`src/rtl/adc_serial_rx_mc.sv`:
```
// adc_serial_rx_mc: synchronous TDM frame receiver for delta-sigma ADC serial pins with tagged FWFT output FIFO
module adc_serial_rx_mc #(
  parameter int DW = 24,
  parameter int SW = 32,
  parameter int CH = 2,
  parameter int SYNC_STAGES = 2,
  parameter int FIFO_DEPTH = 4,
  localparam int CHW = (CH > 1) ? $clog2(CH) : 1
) (
  input  logic           clk,
  input  logic           rst,
  input  logic           en,
  input  logic           sck,
  input  logic           fsync,
  input  logic           din,
  output logic [DW-1:0]  m_data,
  output logic [CHW-1:0] m_ch,
  output logic           m_valid,
  input  logic           m_ready,
  output logic           overflow,
  output logic           frame_err,
  output logic           start,
  output logic           pd,
  output logic           cs_n
);
  localparam int BW = (SW > 1) ? $clog2(SW) : 1;
  localparam int AW = $clog2(FIFO_DEPTH);
  localparam int WW = DW + CHW;
  localparam logic IDLE = 1'b0;
  localparam logic SHIFT = 1'b1;

  logic [SYNC_STAGES-1:0] sck_sync_q, fs_sync_q, din_sync_q;
  logic sck_h_q, sck_re_q, fs_q, din_q, fs_prev_q, fs_prev_d, fs_edge;
  logic state_q, state_d;
  logic [BW-1:0] cnt_q, cnt_d;
  logic [CHW-1:0] slot_q, slot_d;
  logic [DW-1:0] sh_q, sh_d, sh_nx;
  logic push_q, push_d, ferr_q, ferr_d;
  logic [WW-1:0] pdata_q, pdata_d;
  logic [WW-1:0] mem_q [FIFO_DEPTH];
  logic [AW:0] wr_q, wr_d, rd_q, rd_d;
  logic empty, full, pop, wr;

  // pins are re-registered once after the synchroniser so sck_re, fsync and din stay cycle-aligned
  always_ff @(posedge clk) begin
    if (rst) begin
      sck_sync_q <= '0;
      fs_sync_q <= '0;
      din_sync_q <= '0;
      sck_h_q <= 1'b0;
      sck_re_q <= 1'b0;
      fs_q <= 1'b0;
      din_q <= 1'b0;
    end else begin
      sck_sync_q <= {sck_sync_q[SYNC_STAGES-2:0], sck};
      fs_sync_q <= {fs_sync_q[SYNC_STAGES-2:0], fsync};
      din_sync_q <= {din_sync_q[SYNC_STAGES-2:0], din};
      sck_h_q <= sck_sync_q[SYNC_STAGES-1];
      sck_re_q <= sck_sync_q[SYNC_STAGES-1] & ~sck_h_q;
      fs_q <= fs_sync_q[SYNC_STAGES-1];
      din_q <= din_sync_q[SYNC_STAGES-1];
    end
  end

  assign fs_edge = sck_re_q & fs_q & ~fs_prev_q;
  assign fs_prev_d = sck_re_q ? fs_q : fs_prev_q;
  assign sh_nx = (32'(cnt_q) < DW) ? {sh_q[DW-2:0], din_q} : sh_q;
  assign pdata_d = {slot_q, sh_nx};

  always_comb begin
    state_d = state_q;
    cnt_d = cnt_q;
    slot_d = slot_q;
    sh_d = sh_q;
    push_d = 1'b0;
    ferr_d = 1'b0;
    if (!en) begin
      state_d = IDLE;
      cnt_d = '0;
      slot_d = '0;
    end else if (fs_edge) begin
      state_d = SHIFT;
      cnt_d = BW'(1);
      slot_d = '0;
      sh_d = {sh_q[DW-2:0], din_q};
      ferr_d = (state_q == SHIFT);
    end else if (sck_re_q && state_q == SHIFT) begin
      sh_d = sh_nx;
      if (cnt_q == BW'(SW - 1)) begin
        push_d = 1'b1;
        cnt_d = '0;
        slot_d = (slot_q == CHW'(CH - 1)) ? '0 : slot_q + CHW'(1);
        state_d = (slot_q == CHW'(CH - 1)) ? IDLE : SHIFT;
      end else begin
        cnt_d = cnt_q + BW'(1);
      end
    end
  end

  always_ff @(posedge clk) begin
    if (rst) begin
      fs_prev_q <= 1'b0;
      state_q <= IDLE;
      cnt_q <= '0;
      slot_q <= '0;
      sh_q <= '0;
      push_q <= 1'b0;
      ferr_q <= 1'b0;
      pdata_q <= '0;
    end else begin
      fs_prev_q <= fs_prev_d;
      state_q <= state_d;
      cnt_q <= cnt_d;
      slot_q <= slot_d;
      sh_q <= sh_d;
      push_q <= push_d;
      ferr_q <= ferr_d;
      pdata_q <= pdata_d;
    end
  end

  assign empty = (wr_q == rd_q);
  assign full = (wr_q[AW] != rd_q[AW]) && (wr_q[AW-1:0] == rd_q[AW-1:0]);
  assign pop = ~empty & m_ready;
  assign wr = push_q & (~full | pop);
  assign wr_d = wr_q + {{AW{1'b0}}, wr};
  assign rd_d = rd_q + {{AW{1'b0}}, pop};

  always_ff @(posedge clk) begin
    if (rst) begin
      wr_q <= '0;
      rd_q <= '0;
      for (int i = 0; i < FIFO_DEPTH; i++) mem_q[i] <= '0;
    end else begin
      wr_q <= wr_d;
      rd_q <= rd_d;
      if (wr) mem_q[wr_q[AW-1:0]] <= pdata_q;
    end
  end

  assign m_valid = ~empty;
  assign m_data = mem_q[rd_q[AW-1:0]][DW-1:0];
  assign m_ch = mem_q[rd_q[AW-1:0]][WW-1:DW];
  assign overflow = push_q & full & ~pop;
  assign frame_err = ferr_q;
  assign start = 1'b1;
  assign pd = 1'b1;
  assign cs_n = 1'b0;
endmodule

```
`config.mk`:
```
export PLATFORM = sky130hd
export DESIGN_NAME = adc_serial_rx_mc
export DESIGN_NICKNAME = d
export VERILOG_FILES = /design/src/rtl/adc_serial_rx_mc.sv
export SDC_FILE = /design/constraint.sdc
export NUM_CORES = 1
export LEC_CHECK = 0
export ABC_AREA = 1
export CAP_MARGIN = 20
export CELL_PAD_IN_SITES_DETAIL_PLACEMENT = 1
export CELL_PAD_IN_SITES_GLOBAL_PLACEMENT = 1
export CORE_MARGIN = 2
export CORE_UTILIZATION = 42
export CTS_CLUSTER_DIAMETER = 120
export DETAILED_ROUTE_END_ITERATION = 8
export PLACE_DENSITY = 0.79
export REMOVE_ABC_BUFFERS = 1
export SYNTH_ARGS = -nofsm -noshare
export SYNTH_HDL_FRONTEND = slang
export SYNTH_SLANG_ARGS = --single-unit
```
`constraint.sdc`:
```
create_clock -name clk -period 3.16 [get_ports clk]
set_input_delay 0.474 -clock clk [delete_from_list [all_inputs] [get_ports clk]]
set_output_delay 0.474 -clock clk [all_outputs]
set_load 0.02 [all_outputs]
```
# Word level (Yosys, flattened, before mapping)
# Memory sizes are Yosys's and may differ from the RTL's. A register that Yosys moved wholly into a read port is not among the register bits.
# Cells that the tools add are included.
# word_totals
ff_bits	75
ramBits	100
inputBits	7
output_inout_bits	31
n_memories	1
# op_classes
addsub	4
n_lt_le_gt_ge	1
eq_ne	4
n_mux	21
bitwise	16
reduce_logical	12
# memory_table
name	depth	word_bits	rd	rd_clocked_by_memory_dff	write_ports	line_no	rtl
mem_q	4	25	1	1	4	40	logic [WW-1:0] mem_q [FIFO_DEPTH];
# op_table
operator	n
$mux W24	3
$mux W25	1
$reduce_or A25 Y1	1
$mux W1	14
$not A1 Y1	8
$and A1 B1 Y1	7
$add A3 B1 Y3	2
$reduce_and A2 Y1	3
$reduce_or A3 Y1	2
$add A5 B1 Y5 const B	1
$eq A5 B5 Y1 const B	1
$lt A5 B5 Y1 const B	1
$mux W5	1
$mux W2	2
$reduce_bool A2 Y1	2
$reduce_or A4 Y1	1
$eq A3 B3 Y1	1
$eq A2 B2 Y1	1
$logic_and A1 B1 Y1	2
$reduce_or A2 Y1	1
$add A1 B1 Y1 const B	1
$ne A1 B1 Y1	1
$or A1 B1 Y1	1

# Logic depth before layout (Yosys ltp)
# logic_depth
depth_word	10
mapped_depth	12
mapped_depth_nobuf	11

# Worst setup path before layout
# No wires, ideal clock.
# synth_timing
path_kind	input-to-reg
start	in rst
end	mem mem_q[0][0] in the netlist's numbering (enable)
setup_ps	442
arrival_ps	2729
required_ps	2718
slack_ps	-11
stages	4
cell_sequence	buf_2 > inv_2 > nand4_4 > o21ai_0
# synth_rtl
item	line_no	rtl
from (decl)	11	input logic rst,
to (decl)	40	

==> results.sh <==
export IMPL_yosysTopAreaCellShare_pct=39.0
export IMPL_min_period_ns=2.86
export IMPL_syn_area_mm2=0.00770
export IMPL_die_w_um=139
export IMPL_synth_largest_area_cell="edfxtp_1"
export IMPL_drv_slew=0
export IMPL_layout_cells_non_filler=1087
export IMPL_p_switching_uw=1000
export IMPL_synthTopCellsByCount="nor2_1, edfxtp_1, o21ai_0"
export IMPL_drv_cap=0
export IMPL_routed_via_count=5757
export IMPL_fin_skew_ns=0.00918
export IMPL_drt_iter0_drc=355
export IMPL_grt_pass1_wl_um=30700
export IMPL_worstMarginPinSlew_ns=0.783
export IMPL_r2r_end="mem_q[2][13]$_SDFFCE_PN0P_"
export IMPL_min_path_type="register to register"
export IMPL_cts_sinks=175
export IMPL_antenna_found_initial=0
export IMPL_clock_root_buffer="clkbuf_16"
export IMPL_cts_buffers=17
export IMPL_place_hpwl_um=11000
export IMPL_met1Wirelength_um=7870
export IMPL_top_layer_used="met4"
export IMPL_crit_path_top_delay_cell="clkdlybuf4s50_1"
export IMPL_remaining_drc_errors=0
export IMPL_diodes=0
export IMPL_ant_nets=0
export IMPL_setup_violations=0
export IMPL_dp_slack_ns=0.735
export IMPL_period_share_pct=90.6
export IMPL_reg2reg_from="wr_q[0]$_SDFF_PP0_"
export IMPL_post_drt_wl_per_cell_um=17.0
export IMPL_max_stage_delay_ns=0.63
export IMPL_gp_congestion=0.782
export IMPL_pwr_share_comb_pct=2.9
export IMPL_finalWorstSetupSlack_ns=0.296
export IMPL_setup_tns_ns=0
export IMPL_arrival_ns=2.39
export IMPL_portBuffers=34
export IMPL_syn_to_final_growth_pct=13.2
export IMPL_rsz0062_at_grt="no"
export IMPL_synth_seq_area_share_pct=58.5
export IMPL_clkPwrFrac_pct=44.8
export IMPL_crit_end="m_data[20]"
export IMPL_synth_area_leaders="edfxtp_1, dfxtp_1, nor2_1"
export IMPL_clock_fmax_mhz=349
export IMPL_cp_start_kind="register"
export IMPL_grt_max_degree=51
export IMPL_hold_violations=0
export IMPL_core_mm2=0.0180
export IMPL_synth_area_per_cell_um2=9.26
export IMPL_outcome="completed"
export IMPL_synth_most_common_cell="nor2_1"
export IMPL_ios=38
export IMPL_irDropWorstVdd_mv=0.394
export IMPL_grt_pass1_vias=6074
export IMPL_p_total_uw=4710
export IMPL_pwr_share_seq_pct=52.3
export IMPL_grt_usage_pct=20.0
export IMPL_required_ns=2.69
export IMPL_yosys_register_bits=175
export IMPL_cts_max_level=4
export IMPL_die_h_um=139
export IMPL_routed_wl_met3_um=686
export IMPL_r2r_setup_slack_ns=1.04
export IMPL_cts_setup_buffers=0
export IMPL_ff2ff_path_depth=9
export IMPL_die_area_mm2=0.0194
export IMPL_drt_total_wl_um=18400
export IMPL_viasPerCell=5.30
export IMPL_clk_pin_slew_ns=0.06
export IMPL_synth_edff_count=100
export IMPL_swShare_pct=21.3
export IMPL_clock_path_buffers=2
export IMPL_initial_utilization_pct=42.9
export IMPL_ys_types=30
export IMPL_placed_cells=1055
export IMPL_yosys_warnings=0
export IMPL_powerDensity_mw_per_mm2=541
export IMPL_slew_headroom_pct=47.6
export IMPL_cts_tree="built"
export IMPL_layout_drive_gt1_share_pct=11.0
export IMPL_wl_met2_um=9470
export IMPL_endpoint_kind="primary output"
export IMPL_worstSetupStartpoint="rd_q[0]$_SDFF_PP0_"
export IMPL_nNetsFinal=858
export IMPL_drt_first_pass_iters=5
export IMPL_syn_instance_count=832
export IMPL_crit_fanout=50
export IMPL_hold_buffers=0
export IMPL_async_flop_share_pct=0
export IMPL_path_cells="buf_4 > o21ai_0 > o22ai_1 > clkdlybuf4s50_1"
export IMPL_hold_slack_ns=0.392
export IMPL_path_class="register to primary output"
export IMPL_ys_flop_type="edfxtp_1"
export IMPL_rows=49
export IMPL_post_cts_resize_count=0
export IMPL_overflow=0
export IMPL_clock_latency_ns=0.44
export IMPL_leakage_uw=0.00319
export IMPL_p_int_uw=3710
cells in the final DEF (no fill, tap or decap), types with 2 or more instances in the layout:
cell	synthesis	final
o21ai_1	3	3
buf_4	6	16
clkdlybuf4s50_1	0	33
inv_2	6	6
nor3_1	74	74
inv_4	2	2
conb_1	2	3
a21oi_1	8	8
ha_1	6	6
inv_1	75	75
clkbuf_16	0	17
o21ai_2	0	3
nor3_2	28	28
nand2_2	2	2
clkbuf_8	0	2
xnor2_1	2	2
nor2_1	202	202
bufinv_16	0	2
inv_6	0	4
edfxtp_1	100	100
clkinvlp_4	0	2
o22ai_1	25	25
o21ai_0	98	95
nand2_1	57	57
nand3_1	2	2
dfxtp_1	75	75
nor2_4	2	2
clkbuf_1	25	2
power groups by stage:
stage | Clock (µW) | Combinational, µW | Sequential, µW
2_1_floorplan | 0 | 65.6 | 2510
3_3_place_gp | 0 | 138 | 2510
3_5_place_dp | 0 | 141 | 2520
4_1_cts | 2140 | 142 | 2470
5_1_grt | 2230 | 150 | 2470
6_report | 2110 | 139 | 2470
sequential cells by signal (all words and copies together), names as in the netlist:
signal,flops
push_q,1
fs_sync_q,2
sck_re_q,1
fs_q,1
pdata_q,25
cnt_q,5
wr_q,3
sck_sync_q,2
din_sync_q,2
mem_q,100
slot_q,1
din_q,1
sh_q,24
fs_prev_q,1
state_q,1
rd_q,3
frame_err,1
sck_h_q,1
kinds of logic after synthesis:
logic type / count (synthesis) / share of synthesized area (%)
other: 2 / 0.0975
AO/OA/AOI/OAI: 135 / 9.32
adder cells (fa/ha/maj): 6 / 0.974
flip-flops: 175 / 58.5
XOR/XNOR: 3 / 0.341
buffers and inverters: 141 / 8.62
AND/OR/NAND/NOR: 370 / 22.2
worst max-delay path: cells and delay by family (launching register included):
family	cells	cell delay [ns]
buffers and inverters	2	1.10
flip-flops	1	0.43
AO/OA/AOI/OAI	2	0.40
cell type report:
class,count,area (µm²)
clock buffer,21,460
clock inverter,11,129
fill,2055,9240
inverter,83,317
multi-input combinational,517,2550
sequential,175,4500
tap,229,287
timing repair buffer,51,475
metal layers:
layer	vias to the layer above	GRT usage, %
li1	2780	-
met1	2838	24.0
met2	102	35.6
met3	37	3.41
met4	0	8.24
met5	-	0
how the worst min path moves through the flow:
stage,end,from,cells past startpoint,slack (ns)
floorplan,sck_re_q$_SDFF_PP0_,sck_h_q$_SDFF_PP0_,1,0.37
global route,sck_re_q$_SDFF_PP0_,sck_h_q$_SDFF_PP0_,1,0.41
global placement,sck_re_q$_SDFF_PP0_,sck_h_q$_SDFF_PP0_,1,0.38
finish,sck_re_q$_SDFF_PP0_,sck_h_q$_SDFF_PP0_,1,0.39
CTS,sck_re_q$_SDFF_PP0_,sck_h_q$_SDFF_PP0_,1,0.40
detailed placement,sck_re_q$_SDFF_PP0_,sck_h_q$_SDFF_PP0_,1,0.39
stage by stage:
step	util [%]	instance area, µm²
floorplan	-	7360
global placement	45.3	8130
detailed placement	45.3	8130
CTS	48.6	8720
global route	48.6	8720
finish	48.6	8720
Power figures use the tool's default switching activity.
